### config.mk
export PLATFORM = sky130hd
export DESIGN_NAME = soc_bram_dma
export DESIGN_NICKNAME = d
export VERILOG_FILES = /design/src/rtl/soc_bram_dma_pkg.sv /design/src/rtl/soc_bram_dma.sv
export SDC_FILE = /design/constraint.sdc
export NUM_CORES = 1
export LEC_CHECK = 0
export ABC_CLOCK_PERIOD_IN_PS = 2900
export BUFFER_PORTS_ARGS = -buffer_cell sky130_fd_sc_hd__buf_2
export CAP_MARGIN = 25
export CORE_MARGIN = 2
export CORE_UTILIZATION = 57
export CTS_CLUSTER_SIZE = 12
export DETAILED_ROUTE_END_ITERATION = 10
export PLACE_DENSITY_LB_ADDON = 0.1
export SLEW_MARGIN = 20
export SYNTH_ARGS = -nofsm -noshare
export SYNTH_HDL_FRONTEND = slang
export SYNTH_SLANG_ARGS = --single-unit
### constraint.sdc
create_clock -name i_clk -period 2.9 [get_ports i_clk]
set_clock_uncertainty 0.1 [all_clocks]
set_input_delay 0.58 -clock i_clk [delete_from_list [all_inputs] [get_ports i_clk]]
set_output_delay 0.58 -clock i_clk [all_outputs]
set_load 0.1 [all_outputs]
### src/rtl/soc_bram_dma_pkg.sv
// Shared constants for the BRAM copy engine: bus direction codes and
// the 3-bit state encodings of the copy sequencer.
package soc_bram_dma_pkg;

    localparam logic BUS_RD = 1'b0;
    localparam logic BUS_WR = 1'b1;

    localparam logic [2:0] S_IDLE    = 3'd0;
    localparam logic [2:0] S_RD_REQ  = 3'd1;
    localparam logic [2:0] S_RD_WAIT = 3'd2;
    localparam logic [2:0] S_WR_REQ  = 3'd3;
    localparam logic [2:0] S_WR_WAIT = 3'd4;
    localparam logic [2:0] S_FIN     = 3'd5;

endpackage

### src/rtl/soc_bram_dma.sv
// Word-by-word memory copy engine on the single-beat SoC bus.
// Each word is one read beat followed by one write beat. Every bus output
// is registered, so the strobe for a beat is set up on the edge that enters
// its request state. A per-beat timeout aborts the copy with a sticky error.
module soc_bram_dma
    import soc_bram_dma_pkg::*;
#(
    parameter int ADDR_W  = 8,
    parameter int LEN_W   = 6,
    parameter int TIMEOUT = 15
) (
    input  logic              i_clk,
    input  logic              i_reset,
    input  logic              i_start,
    input  logic [ADDR_W-1:0] i_src,
    input  logic [ADDR_W-1:0] i_dst,
    input  logic [LEN_W-1:0]  i_len,
    output logic              o_busy,
    output logic              o_done,
    output logic              o_err,
    output logic [ADDR_W-1:0] o_addr,
    output logic [31:0]       o_dwrite,
    output logic              o_rw,
    output logic              o_stb,
    input  logic              i_ack,
    input  logic [31:0]       i_dread
);

    localparam int CNT_W = $clog2(TIMEOUT + 1);
    localparam logic [CNT_W-1:0] CNT_LAST = CNT_W'(TIMEOUT);

    logic [2:0]        r_state;
    logic [ADDR_W-1:0] r_src;
    logic [ADDR_W-1:0] r_dst;
    logic [LEN_W-1:0]  r_rem;
    logic [CNT_W-1:0]  r_cnt;
    logic [31:0]       r_wbuf;
    logic [ADDR_W-1:0] r_addr;
    logic              r_rw;
    logic              r_stb;
    logic              r_busy;
    logic              r_done;
    logic              r_err;

    logic              w_timeout;
    logic              w_last_word;
    logic [ADDR_W-1:0] w_src_next;
    logic [ADDR_W-1:0] w_dst_next;

    // Wait budget exhausted, last word in flight, and wrapping word steps.
    assign w_timeout   = (r_cnt == CNT_LAST);
    assign w_last_word = (r_rem == LEN_W'(1));
    assign w_src_next  = r_src + ADDR_W'(4);
    assign w_dst_next  = r_dst + ADDR_W'(4);

    assign o_busy   = r_busy;
    assign o_done   = r_done;
    assign o_err    = r_err;
    assign o_addr   = r_addr;
    assign o_dwrite = r_wbuf;
    assign o_rw     = r_rw;
    assign o_stb    = r_stb;

    // Copy sequencer; strobe and done are single-cycle pulses by default.
    always_ff @(posedge i_clk) begin
        if (i_reset) begin
            r_state <= S_IDLE;
            r_src   <= '0;
            r_dst   <= '0;
            r_rem   <= '0;
            r_cnt   <= '0;
            r_wbuf  <= '0;
            r_addr  <= '0;
            r_rw    <= BUS_RD;
            r_stb   <= 1'b0;
            r_busy  <= 1'b0;
            r_done  <= 1'b0;
            r_err   <= 1'b0;
        end else begin
            r_stb  <= 1'b0;
            r_done <= 1'b0;
            case (r_state)
                S_IDLE: begin
                    if (i_start) begin
                        r_src  <= i_src;
                        r_dst  <= i_dst;
                        r_rem  <= i_len;
                        r_err  <= 1'b0;
                        r_busy <= 1'b1;
                        if (i_len == '0) begin
                            r_done  <= 1'b1;
                            r_state <= S_FIN;
                        end else begin
                            r_stb   <= 1'b1;
                            r_rw    <= BUS_RD;
                            r_addr  <= i_src;
                            r_state <= S_RD_REQ;
                        end
                    end
                end
                S_RD_REQ: begin
                    r_cnt   <= '0;
                    r_state <= S_RD_WAIT;
                end
                S_RD_WAIT: begin
                    if (i_ack) begin
                        // Read data goes straight out as the write payload.
                        r_wbuf  <= i_dread;
                        r_stb   <= 1'b1;
                        r_rw    <= BUS_WR;
                        r_addr  <= r_dst;
                        r_state <= S_WR_REQ;
                    end else if (w_timeout) begin
                        r_err   <= 1'b1;
                        r_done  <= 1'b1;
                        r_state <= S_FIN;
                    end else begin
                        r_cnt <= r_cnt + CNT_W'(1);
                    end
                end
                S_WR_REQ: begin
                    r_cnt   <= '0;
                    r_state <= S_WR_WAIT;
                end
                S_WR_WAIT: begin
                    if (i_ack) begin
                        r_src <= w_src_next;
                        r_dst <= w_dst_next;
                        r_rem <= r_rem - LEN_W'(1);
                        if (w_last_word) begin
                            r_done  <= 1'b1;
                            r_state <= S_FIN;
                        end else begin
                            r_stb   <= 1'b1;
                            r_rw    <= BUS_RD;
                            r_addr  <= w_src_next;
                            r_state <= S_RD_REQ;
                        end
                    end else if (w_timeout) begin
                        r_err   <= 1'b1;
                        r_done  <= 1'b1;
                        r_state <= S_FIN;
                    end else begin
                        r_cnt <= r_cnt + CNT_W'(1);
                    end
                end
                S_FIN: begin
                    r_busy  <= 1'b0;
                    r_state <= S_IDLE;
                end
                default: begin
                    r_busy  <= 1'b0;
                    r_state <= S_IDLE;
                end
            endcase
        end
    end

endmodule

[Word level (Yosys, flattened, before mapping)]
Cells that the tools add are included.
W data, S select, Z words.
Operators by class
  add/sub/neg operators: 4
  eq/ne operators: 14
  mux-type cells: 50
  bitwise logic cells: 1
  reductions and logical operators: 15
Operators by type and width (count)
  $mux W8: 9
  $pmux W8 S2: 2
  $pmux W8 S3: 1
  $mux W1: 20
  $mux W3: 6
  $add A8 B3 Y8 const B: 2
  $pmux W3 S5: 1
  $ne A2 B2 Y1 const B: 7
  $mux W6: 2
  $pmux W6 S2: 1
  $pmux W1 S3: 3
  $mux W4: 2
  $pmux W4 S2: 1
  $eq A3 B2 Y1 const B: 2
  $eq A6 B1 Y1 const B: 1
  $logic_not A6 Y1: 1
  $reduce_and A3 Y1: 2
  $reduce_and A6 Y1: 1
  $reduce_bool A2 Y1: 3
  $sub A6 B1 Y6 const B: 1
  $add A4 B1 Y4 const B: 1
  $eq A4 B4 Y1 const B: 1
  $pmux W1 S2: 2
  $reduce_and A2 Y1: 2
  9 further kinds: 10
Word-level totals
  bits in registers: 74
  output and inout bits: 45
  logic and storage cells: 96

[Logic depth before layout (Yosys ltp)]
Gate-level depths: netlist of run 1.
  depth after elaboration: 4
  gate-level depth with buffers: 7

[Worst setup path after synthesis of run 1]
No wires, ideal clock.
  path type: input -> register
  start point: input i_len[4]
  end point: register r_addr[2] (netlist: o_addr[2])
  arrival: 1841 ps
  data required time: 2679 ps
  path slack: 837 ps
  cell stages on the path: 4
  buffers on the path: 0
  cells stage by stage: nor4_1 > a211oi_1 > o211ai_4 > mux2_4
Between the ends
  longest elaborated chain between the ends: 3
Ends and longest elaborated chain
  from (decl): RTL line soc_bram_dma.sv:17  | input logic [LEN_W-1:0] i_len,
  $logic_not A6 Y1: RTL line soc_bram_dma.sv:90  | if (i_len == '0) begin
  $ne A2 B2 Y1 (no line)
  $reduce_and A6 Y1 (no line)
  to (signal assigned): RTL line soc_bram_dma.sv:96  | r_addr <= i_src;
  to (signal assigned): RTL line soc_bram_dma.sv:111  | r_addr <= r_dst;
  to (signal assigned): RTL line soc_bram_dma.sv:136  | r_addr <= w_src_next;
  to (decl): RTL line soc_bram_dma.sv:38  | logic [ADDR_W-1:0] r_addr;
No other way between the ends.
A chain may end at the register's enable or synchronous reset.

[Final worst setup path of run 1]
  start point: register r_state[1]
  end point: register r_addr[6] (netlist: o_addr[6])
Between the ends
  longest elaborated chain between the ends: 3
  elaborated cells on any way between the ends: 11
Ends and longest elaborated chain
  from (decl): RTL line soc_bram_dma.sv:32  | logic [2:0] r_state;
  from (signal assigned): RTL line soc_bram_dma.sv:67  | r_state <= S_IDLE;
  from (signal assigned): RTL line soc_bram_dma.sv:92  | r_state <= S_FIN;
  from (signal assigned): RTL line soc_bram_dma.sv:97  | r_state <= S_RD_REQ;
  $eq A3 B3 Y1, or another cell as far along: RTL line soc_bram_dma.sv:82  | case (r_state)
  $ne A2 B2 Y1 (no line) or $reduce_bool A3 Y1 (tied branches)
  $reduce_and A6 Y1 (no line)
Parallel ways exist; a longest one is shown, timed or not.

==> impl_metrics.csv, run 1 <==
group,metric,value,unit
drt,wl_met2,4440,microns
clock_tree,cts_setup_buffers,0,
die,ios,103,
die,row_count,29,
drt,drt_drc_violations_left,0,
sta,hold_viol_final,0,
setup_path,crit_chain,"or3b_1 > or3_1 > a31oi_1 > mux2_4",
synth,syn_inst,470,
global_routing,grt-ovfl-total,0,
global_routing,grt_pass1_vias,3325,
sta,relSlewSlack,52.2,%
cells_and_area,fin_util,69.6,%
run_status,outcome,"complete, no violations",
sta,fin_crit_sh,80.3,%
synth,ys_ff_latch,74,
power,p_sw_share,37.1,%
setup_path,startpoint,"r_state[1]",
setup_path,crit_type,"reg2reg",
clock_tree,ctsHtreeMaxLevel,3,
global_routing,track_usage,25.9,%
power,p_leak,1.89,nW
drt,postRouteAntennaNets,0,
die,dieArea,0.00727,sq mm
drt,highest_layer,"met4",
synth,synth.area.mux_share,3.62,%
setup_path,critical_path_arrival,2530,ps
setup_path,critPathTopFamily,"simple AND/OR/NAND/NOR gates",
synth,synth_warnings,0,
die,core,0.00639,sq mm
placement,port_buffers,102,
sta,tns,0,ps
global_routing,grt_pass1_wl,15400,microns
clock_tree,numCtsBuffers,9,
drt,wl_per_cell,14.6,microns
clock_tree,cts-root-buf,"clkbuf_8",
placement,place_ws,353,ps
drt,detail_route.vias_per_cell,5.68,
synth,synth_cell_type_count,68,
power,p_int,1.58,mW
setup_path,r2r_cells,4,
synth,synthSimpleGateAreaFrac,25.6,%
setup_path,timing.rr.start,"r_state[1]",
synth,yosysTopAreaCell,"dfxtp_1",
clock_tree,cts_hold_buf,0,
setup_path,path_max_fanout,21,
clock_tree,cts.reportedPaths.clkPinSlew,90,ps
worst_hold_path,worstHoldPathType,"in2reg",
synth,synth_seq_area_share,39.3,%
clock_tree,clock_path_buffers,2,
cells_and_area,num-nets-final,621,
synth,syn_area,0.00376,sq mm
power,power_per_cell_area,566,mW/mm^2
global_routing,antenna_found_initial,0,
cells_and_area,antenna_cells,0,
synth,async_flop_share,0,%
setup_path,setup.worst_path.end,"o_addr[6]",
placement,dp_hpwl,6410,microns
synth,avgSynthCellArea,8.01,sq um
sta,period_needed,2330,ps
power,power_switching,0.934,mW
power,power_frac_seq,45.1,%
synth,synth_top_family_by_area,"simple AND/OR/NAND/NOR gates",
setup_path,cp.depth,4,
setup_path,worst-path-buf-inv,0,
cells_and_area,syn_to_final_growth,18.0,%
setup_path,cp-start-kind,"flop",
synth,synth_fp_nets,533,
synth,synth_xor_area_share,0.698,%
sta,worst_pin_slew,717,ps
sta,worst_slack,570,ps
synth,synth_area_leaders,"dfxtp_1 (39%), nand2_1 (8.5%), a21oi_1 (7.2%)",
synth,synthAdderAreaFrac,1.66,%
setup_path,crit_path_max_incr_delay,740,ps
setup_path,reg2reg_to,"o_addr[6]",
sta,fmax,0.429,GHz
power,share_comb_of_total_power,26.2,%
synth,synth_top_area_share,39.3,%
global_routing,grt_max_degree,41,
power,ir_drop,0.437,mV
drt,dr_wl_met3,542,microns
clock_tree,clk_latency,360,ps
setup_path,crit_slowest_cell,"or3b_1",
drt,wl,9330,microns
drt,vias,3635,
setup_path,crit_required,3100,ps
clock_tree,post_cts_resized,0,
sta,grt_setup_unrepaired,"no",
synth,synth-compound-area-share,22.9,%
power,p_clk_share,28.7,%
sta,setup_violations,0,
clock_tree,cts_tree,"yes",
drt,wl_met1,4200,microns
setup_path,r2r_slack,570,ps
drt,drtIter0Drc,152,
die,die_y,85.3,microns
setup_path,critPathCaptureType,"flop",
die,start_util,59.0,%
synth,ys.flop_type,"dfxtp_1",
sta,whs,353,ps
clock_tree,cts_sinks,74,
placement,gp_congestion,0.873,
synth,synth_edf_count,0,
sta,final_max_slew_viol_count,0,
run,maxCapViolations,0,
drt,first_pass_iters,5,
die,fp.dieW,85.3,microns
cells_and_area,layout-drive-gt1-share,25.9,%
-- state kept, by name (all words and copies together) (netlist names), 3 cells and up --
name / flops
r_cnt: 4
r_rem: 6
r_state: 3
r_src: 8
o_dwrite: 32
r_dst: 8
o_addr: 8
-- synth_stat cells, drive strengths merged, types with 6 or more instances --
| cell type | n |
|---|---|
| nand2 | 85 |
| dfxtp | 74 |
| a21oi | 54 |
| clkbuf | 31 |
| nor2 | 30 |
| o21ai | 27 |
| and2 | 11 |
| inv | 11 |
| nor3 | 11 |
| a211oi | 9 |
| nand2b | 9 |
| nand3 | 9 |
| mux2i | 8 |
| nor3b | 8 |
| a211o | 6 |
-- routing by layer --
layer / track usage [%] / vias to the layer above
met5: 0 / -
met4: 9.52 / 0
met3: 4.47 / 15
met2: 42.5 / 112
met1: 34.2 / 1675
li1: - / 1833
-- logic make-up after synthesis --
group | Yosys count
compound gates | 134
flops | 74
fa+ha+maj | 5
mux | 12
xor+xnor | 3
buf+inv | 48
simple gates | 194
-- cell usage in the layout (no fill, tap or decap), types with 3 or more instances in the layout --
cell      count
ha_1          5
a311oi_1      5
o21ai_0      27
nand2_1      85
buf_2       102
and2_0        7
buf_4        11
nor3b_1       8
dfxtp_1      74
inv_1        11
mux2i_1       8
nor2_1       30
nor4_1        3
nor4bb_1      3
clkbuf_8      9
nand4b_1      3
a21o_1        5
mux2_4        3
a211o_1       4
nand3_1       9
nor3_1        9
a31oi_1       5
a211oi_1      9
nand2b_1      9
a21oi_1      54
and2_1        4
nand4_1       3
-- power by group through the flow --
stage                     combinational [mW]  sequential, mW  clock [mW]
after floorplan                        0.289            1.38           0
after global placement                 0.641            1.15           0
after detailed placement               0.654            1.16           0
after CTS                              0.657            1.13       0.730
after global routing                   0.707            1.14       0.764
final                                  0.658            1.14       0.722
-- cell type report --
type,count,area [sq um]
clock inverters,6,42.5
flip-flops and latches,74,1480
fillers,567,1940
clock buffers,10,128
repair buffers,113,593
multi-input cells,348,2060
well taps,77,96.3
inverters,12,45.0
-- how the worst min path moves through the flow --
stage / startpoint / end / slack, ps / cells past startpoint
floorplan: r_src[1] / r_src[1] / 350 / 2
global placement: o_dwrite[11] / o_dwrite[11] / 340 / 2
detailed placement: o_dwrite[20] / o_dwrite[20] / 340 / 2
CTS: i_dread[20] / o_dwrite[20] / 340 / 3
global route: i_dread[30] / o_dwrite[30] / 350 / 3
finish: i_dread[12] / o_dwrite[12] / 350 / 3
-- metrics by stage --
stage          area [sq um]  power [mW]  instances
4_1_cts                4440        2.52        640
5_1_grt                4440        2.62        640
3_5_place_dp           4270        1.81        624
6_report               4440        2.52        640
3_3_place_gp           4270        1.79        624
2_1_floorplan          3760        1.67        470
-- tightest hold or removal path: cells and delay by family --
kind | cells | cell delay [ps]
buf+inv | 1 | 100
compound gates | 1 | 50
simple gates | 1 | 40
Note: power is estimated with default switching activity, not from simulation.
==> inputs of run 2 (changes only) <==
--- a/config.mk
+++ b/config.mk
@@ -5,11 +5,11 @@
 export SDC_FILE = /design/constraint.sdc
 export NUM_CORES = 1
 export LEC_CHECK = 0
-export ABC_CLOCK_PERIOD_IN_PS = 2900
+export ABC_CLOCK_PERIOD_IN_PS = 2350
 export BUFFER_PORTS_ARGS = -buffer_cell sky130_fd_sc_hd__buf_2
 export CAP_MARGIN = 25
 export CORE_MARGIN = 2
-export CORE_UTILIZATION = 57
+export CORE_UTILIZATION = 53
 export CTS_CLUSTER_SIZE = 12
 export DETAILED_ROUTE_END_ITERATION = 10
 export PLACE_DENSITY_LB_ADDON = 0.1
==> constraint.sdc (replaced) <==
create_clock -name i_clk -period 2.35 [get_ports i_clk]
set_clock_uncertainty 0.1 [all_clocks]
set_input_delay 0.47 -clock i_clk [delete_from_list [all_inputs] [get_ports i_clk]]
set_output_delay 0.47 -clock i_clk [all_outputs]
set_load 0.1 [all_outputs]
==> run 2 against run 1 <==
  * Clock power increased by 57%
  * Flip-flop and latch count unchanged
  * Critical path type unchanged
  * Cell count increased by 4.4%
  * First-iteration DRC count increased by 77%
  * Global-route usage decreased by 1.8 points
  * Sequential share of layout area decreased by 1.1 points
  * Non-clock buffer count increased by 9
  * Wire length decreased by 0.63%
  * Total power increased by 33%
  * Die area increased by 7.2%
  * Worst setup slack got worse by 280 ps
  * Sequential power increased by 23%
==> impl_metrics.csv, run 2 (same netlist as run 1, synthesis figures left out) <==
group,metric,value,unit
cells_and_area,final_common_cell,"buf_2",
worst_hold_path,hp-start,"i_dread[20]",
die,ios,103,
cells_and_area,most-common-layout-cells,"buf_2 (102), nand2_1 (85), dfxtp_1 (74)",
setup_path,timing.rr.start,"r_state[1]",
drt,drtIter0Drc,269,
drt,vias,3679,
cells_and_area,antenna_cells,0,
cells_and_area,fin_util,67.2,%
sta,hold_viol_final,0,
setup_path,critical_path_arrival,2210,ps
global_routing,track_usage,24.1,%
sta,worst_slack,285,ps
setup_path,r2r_slack,290,ps
sta,period_needed,2060,ps
global_routing,grt-ovfl-total,0,
clock_tree,cts_hold_buf,0,
setup_path,crit_required,2490,ps
drt,wl_per_cell,13.9,microns
power,p_leak,1.97,nW
sta,whs,257,ps
power,ir_drop,0.350,mV
setup_path,r2r_cells,5,
die,dieArea,0.00779,sq mm
drt,wl,9270,microns
drt,drt_drc_violations_left,0,
sta,fin_crit_sh,87.9,%
setup_path,crit_type,"reg2reg",
placement,place_inst,652,
sta,worst_pin_slew,665,ps
setup_path,cp-start-kind,"flop",
placement,gp_congestion,0.887,
cells_and_area,layoutNonFillerInstCount,668,
cells_and_area,layout-drive-gt1-share,26.9,%
clock_tree,ctsHtreeMaxLevel,3,
cells_and_area,syn_to_final_growth,21.9,%
cells_and_area,design_area,0.00459,sq mm
global_routing,grt_max_degree,37,
drt,first_pass_iters,5,
global_routing,grt_pass1_wl,14900,microns
die,start_util,55.1,%
run,maxCapViolations,0,
placement,place_ws,138,ps
placement,dpl_cell_area,0.00436,sq mm
power,power_per_cell_area,730,mW/mm^2
clock_tree,post_cts_resized,0,
worst_hold_path,min_to,"o_dwrite[20]",
clock_tree,clk_latency,340,ps
sta,tns,0,ps
cells_and_area,largest_reg_flops,32,
sta,fmax,0.484,GHz
die,core,0.00683,sq mm
placement,dp_hpwl,6680,microns
clock_tree,numCtsBuffers,9,
clock_tree,cts.reportedPaths.clkPinSlew,80,ps
die,die_y,88.3,microns
sta,relSlewSlack,55.7,%
placement,port_buffers,102,
clock_tree,cts-root-buf,"clkbuf_8",
power,power.total,3.35,mW
setup_path,critPathCaptureType,"flop",
drt,postRouteAntennaNets,0,
setup_path,reg2reg_to,"o_rw",
setup_path,path_max_fanout,15,
worst_hold_path,min_path_cells,3,
cells_and_area,num-nets-final,630,
sta,setup_violations,0,
drt,detail_route.vias_per_cell,5.51,
sta,final_max_slew_viol_count,0,
global_routing,grt_pass1_vias,3152,
worst_hold_path,worstHoldPathType,"in2reg",
clock_tree,cts_setup_buffers,0,
sta,grt_setup_unrepaired,"no",
clock_tree,cts_tree,"yes",
clock_tree,clock_path_buffers,2,
global_routing,antenna_found_initial,0,
die,row_count,30,
die,fp.dieW,88.3,microns
run_status,outcome,"complete, no violations",
clock_tree,cts_sinks,74,
-- run 2: cell type report --
type                    instances  area [sq um]
fillers                       650          2240
multi-input cells             348          2050
flip-flops and latches         74          1480
repair buffers                122           661
clock buffers                  12           155
well taps                      96           120
clock inverters                 4          73.8
inverters                      12          45.0
-- run 2: routing by layer --
layer / track usage (%) / wire, microns / part of all wire (%)
met4: 8.13 / 129 / 1.4
met2: 37.5 / 4380 / 47
met5: 0 / 0 / 0
met3: 4.48 / 466 / 5.0
met1: 34.0 / 4290 / 46
-- run 2: how the worst max path moves through the flow --
stage,start,end
after floorplan,i_len[4],o_addr[2]
after global placement,i_ack,o_rw
after detailed placement,i_ack,o_rw
after CTS,r_state[1],o_rw
after global routing,r_state[1],o_rw
final,r_state[1],o_rw
-- run 2: report_power, final --
part / leakage (nW) / internal, mW / switching [mW]
Sequential: 0.603 / 1.33 / 0.0683
Combinational: 1.25 / 0.246 / 0.574
Clock: 0.117 / 0.657 / 0.471
-- run 2: worst max-delay path, stage by stage, from the launching register on --
cell      delay [ps]
dfxtp_1          580
nor3_1           120
a211oi_1         540
o211ai_4         180
buf_4            200
a31o_2           240
==> inputs of run 3 (changes only) <==
--- a/config.mk
+++ b/config.mk
@@ -5,11 +5,11 @@
 export SDC_FILE = /design/constraint.sdc
 export NUM_CORES = 1
 export LEC_CHECK = 0
-export ABC_CLOCK_PERIOD_IN_PS = 2350
+export ABC_CLOCK_PERIOD_IN_PS = 2600
 export BUFFER_PORTS_ARGS = -buffer_cell sky130_fd_sc_hd__buf_2
 export CAP_MARGIN = 25
 export CORE_MARGIN = 2
-export CORE_UTILIZATION = 53
+export CORE_UTILIZATION = 57
 export CTS_CLUSTER_SIZE = 12
 export DETAILED_ROUTE_END_ITERATION = 10
 export PLACE_DENSITY_LB_ADDON = 0.1
==> constraint.sdc (replaced) <==
create_clock -name i_clk -period 2.6 [get_ports i_clk]
set_clock_uncertainty 0.1 [all_clocks]
set_input_delay 0.52 -clock i_clk [delete_from_list [all_inputs] [get_ports i_clk]]
set_output_delay 0.52 -clock i_clk [all_outputs]
set_load 0.1 [all_outputs]
==> run 3 against run 2 <==
  * Fmax decreased by 4.0%
  * Clock power shrank 12%
  * Utilization grew 4.1 points
  * Total power is 10% lower
  * First-iteration DRC count decreased by 16%
  * Worst setup slack gained 160 ps
  * Non-clock buffer count is 4 lower
  * Global-route usage up 1.5 points
  * Wire length up 0.42%
  * Highest routed layer unchanged
==> impl_metrics.csv, run 3 (same netlist as run 1, synthesis figures left out) <==
group,metric,value,unit
cells_and_area,num-nets-final,626,
setup_path,critPathCaptureType,"flop",
setup_path,crit_slowest_cell,"dfxtp_1",
die,start_util,59.0,%
sta,final_max_slew_viol_count,0,
setup_path,worst-path-buf-inv,2,
setup_path,path_max_fanout,18,
sta,hold_viol_final,0,
die,core,0.00639,sq mm
sta,grt_setup_unrepaired,"no",
drt,drt_drc_violations_left,0,
die,die_y,85.3,microns
drt,first_pass_iters,4,
sta,whs,296,ps
die,dieArea,0.00727,sq mm
clock_tree,cts_tree,"yes",
cells_and_area,layout-drive-gt1-share,26.6,%
run,maxCapViolations,0,
die,ios,103,
sta,period_needed,2150,ps
global_routing,track_usage,25.6,%
die,row_count,29,
cells_and_area,most-common-layout-cells,"buf_2 (102), nand2_1 (85), dfxtp_1 (74)",
clock_tree,ctsHtreeMaxLevel,3,
clock_tree,cts_sinks,74,
power,ir_drop,0.413,mV
cells_and_area,layoutNonFillerInstCount,645,
drt,detail_route.vias_per_cell,5.76,
setup_path,crit_path_max_incr_delay,770,ps
global_routing,grt_max_degree,51,
global_routing,grt_pass1_wl,15200,microns
sta,worst_slack,449,ps
global_routing,grt-ovfl-total,0,
clock_tree,clk_latency,350,ps
placement,port_buffers,102,
global_routing,grt_pass1_vias,3318,
setup_path,crit_required,2770,ps
cells_and_area,final_common_cell,"buf_2",
cells_and_area,syn_to_final_growth,20.9,%
drt,postRouteAntennaNets,0,
setup_path,crit_type,"reg2reg",
clock_tree,cts_setup_buffers,0,
setup_path,cp-start-kind,"flop",
worst_hold_path,worstHoldPathType,"in2reg",
clock_tree,clock_path_buffers,2,
drt,wl_per_cell,14.4,microns
setup_path,critical_path_arrival,2320,ps
power,power_per_cell_area,660,mW/mm^2
placement,place_inst,629,
cells_and_area,fillers,552,
drt,drtIter0Drc,226,
cells_and_area,antenna_cells,0,
drt,vias,3714,
placement,gp_congestion,0.863,
clock_tree,numCtsBuffers,9,
sta,fin_crit_sh,82.7,%
drt,wl,9310,microns
setup_path,critPathTopFamily,"flip-flops",
die,fp.dieW,85.3,microns
power,p_leak,1.94,nW
placement,dp_hpwl,6520,microns
sta,setup_violations,0,
setup_path,crit_chain,"buf_4 > clkinv_1 > a311o_1 > a221o_1 > mux2i_1",
clock_tree,cts-root-buf,"clkbuf_8",
clock_tree,cts_hold_buf,0,
clock_tree,cts.reportedPaths.clkPinSlew,80,ps
sta,fmax,0.465,GHz
clock_tree,post_cts_resized,0,
cells_and_area,largest_reg_flops,32,
placement,place_ws,414,ps
sta,worst_pin_slew,690,ps
sta,relSlewSlack,53.9,%
run_status,outcome,"complete, no violations",
sta,tns,0,ps
global_routing,antenna_found_initial,0,
==> run 3: routing by layer <==
layer | vias up | track usage (%) | wire length (microns)
met5 | - | 0 | 0
met4 | 0 | 8.23 | 85
met3 | 8 | 5.54 | 523
met2 | 109 | 41.1 | 4380
met1 | 1750 | 34.5 | 4320
li1 | 1847 | - | -
==> run 3: per-stage QoR <==
stage | utilization, % | area [sq um] | power (mW)
floorplan | - | 3760 | 1.86
global placement | 67.8 | 4330 | 2.02
detailed placement | 67.8 | 4330 | 2.04
CTS | 71.2 | 4550 | 3.02
global route | 71.3 | 4550 | 3.13
finish | 71.3 | 4550 | 3.00
==> run 3: area by class of cell <==
type                       instances  area (sq um)  share of cell area, %
tap                               77          96.3                   2.12
sequential                        74          1480                   32.6
multi-input combinational        348          2060                   45.2
inverter                          12          45.0                  0.990
clock inverter                     6          88.8                   1.95
timing repair buffer             118           656                   14.4
clock buffer                      10           128                   2.80
==> run 3: worst register-to-register path, delay by kind of cell, from the launching register on <==
family / cells / cell delay, ps
flip-flops: 1 / 770
AO/OA/AOI/OAI: 2 / 680
buffers and inverters: 2 / 360
multiplexers: 1 / 160
==> run 3: final timing paths <==
check / slack [ps] / endpoint / depth (start not counted) / from
worst max-delay path: 450 / o_addr[1] / 5 / r_state[0]
worst min-delay path: 300 / o_dwrite[27] / 3 / i_dread[27]
worst max register to register: 450 / o_addr[1] / 5 / r_state[0]
worst min register to register: 350 / o_dwrite[31] / 2 / o_dwrite[31]
==> run 3: power breakdown <==
group | leakage (nW) | switching, mW | internal (mW)
combinational | 1.24 | 0.517 | 0.225
sequential | 0.603 | 0.0679 | 1.21
clock | 0.103 | 0.446 | 0.542
total | 1.94 | 1.03 | 1.97
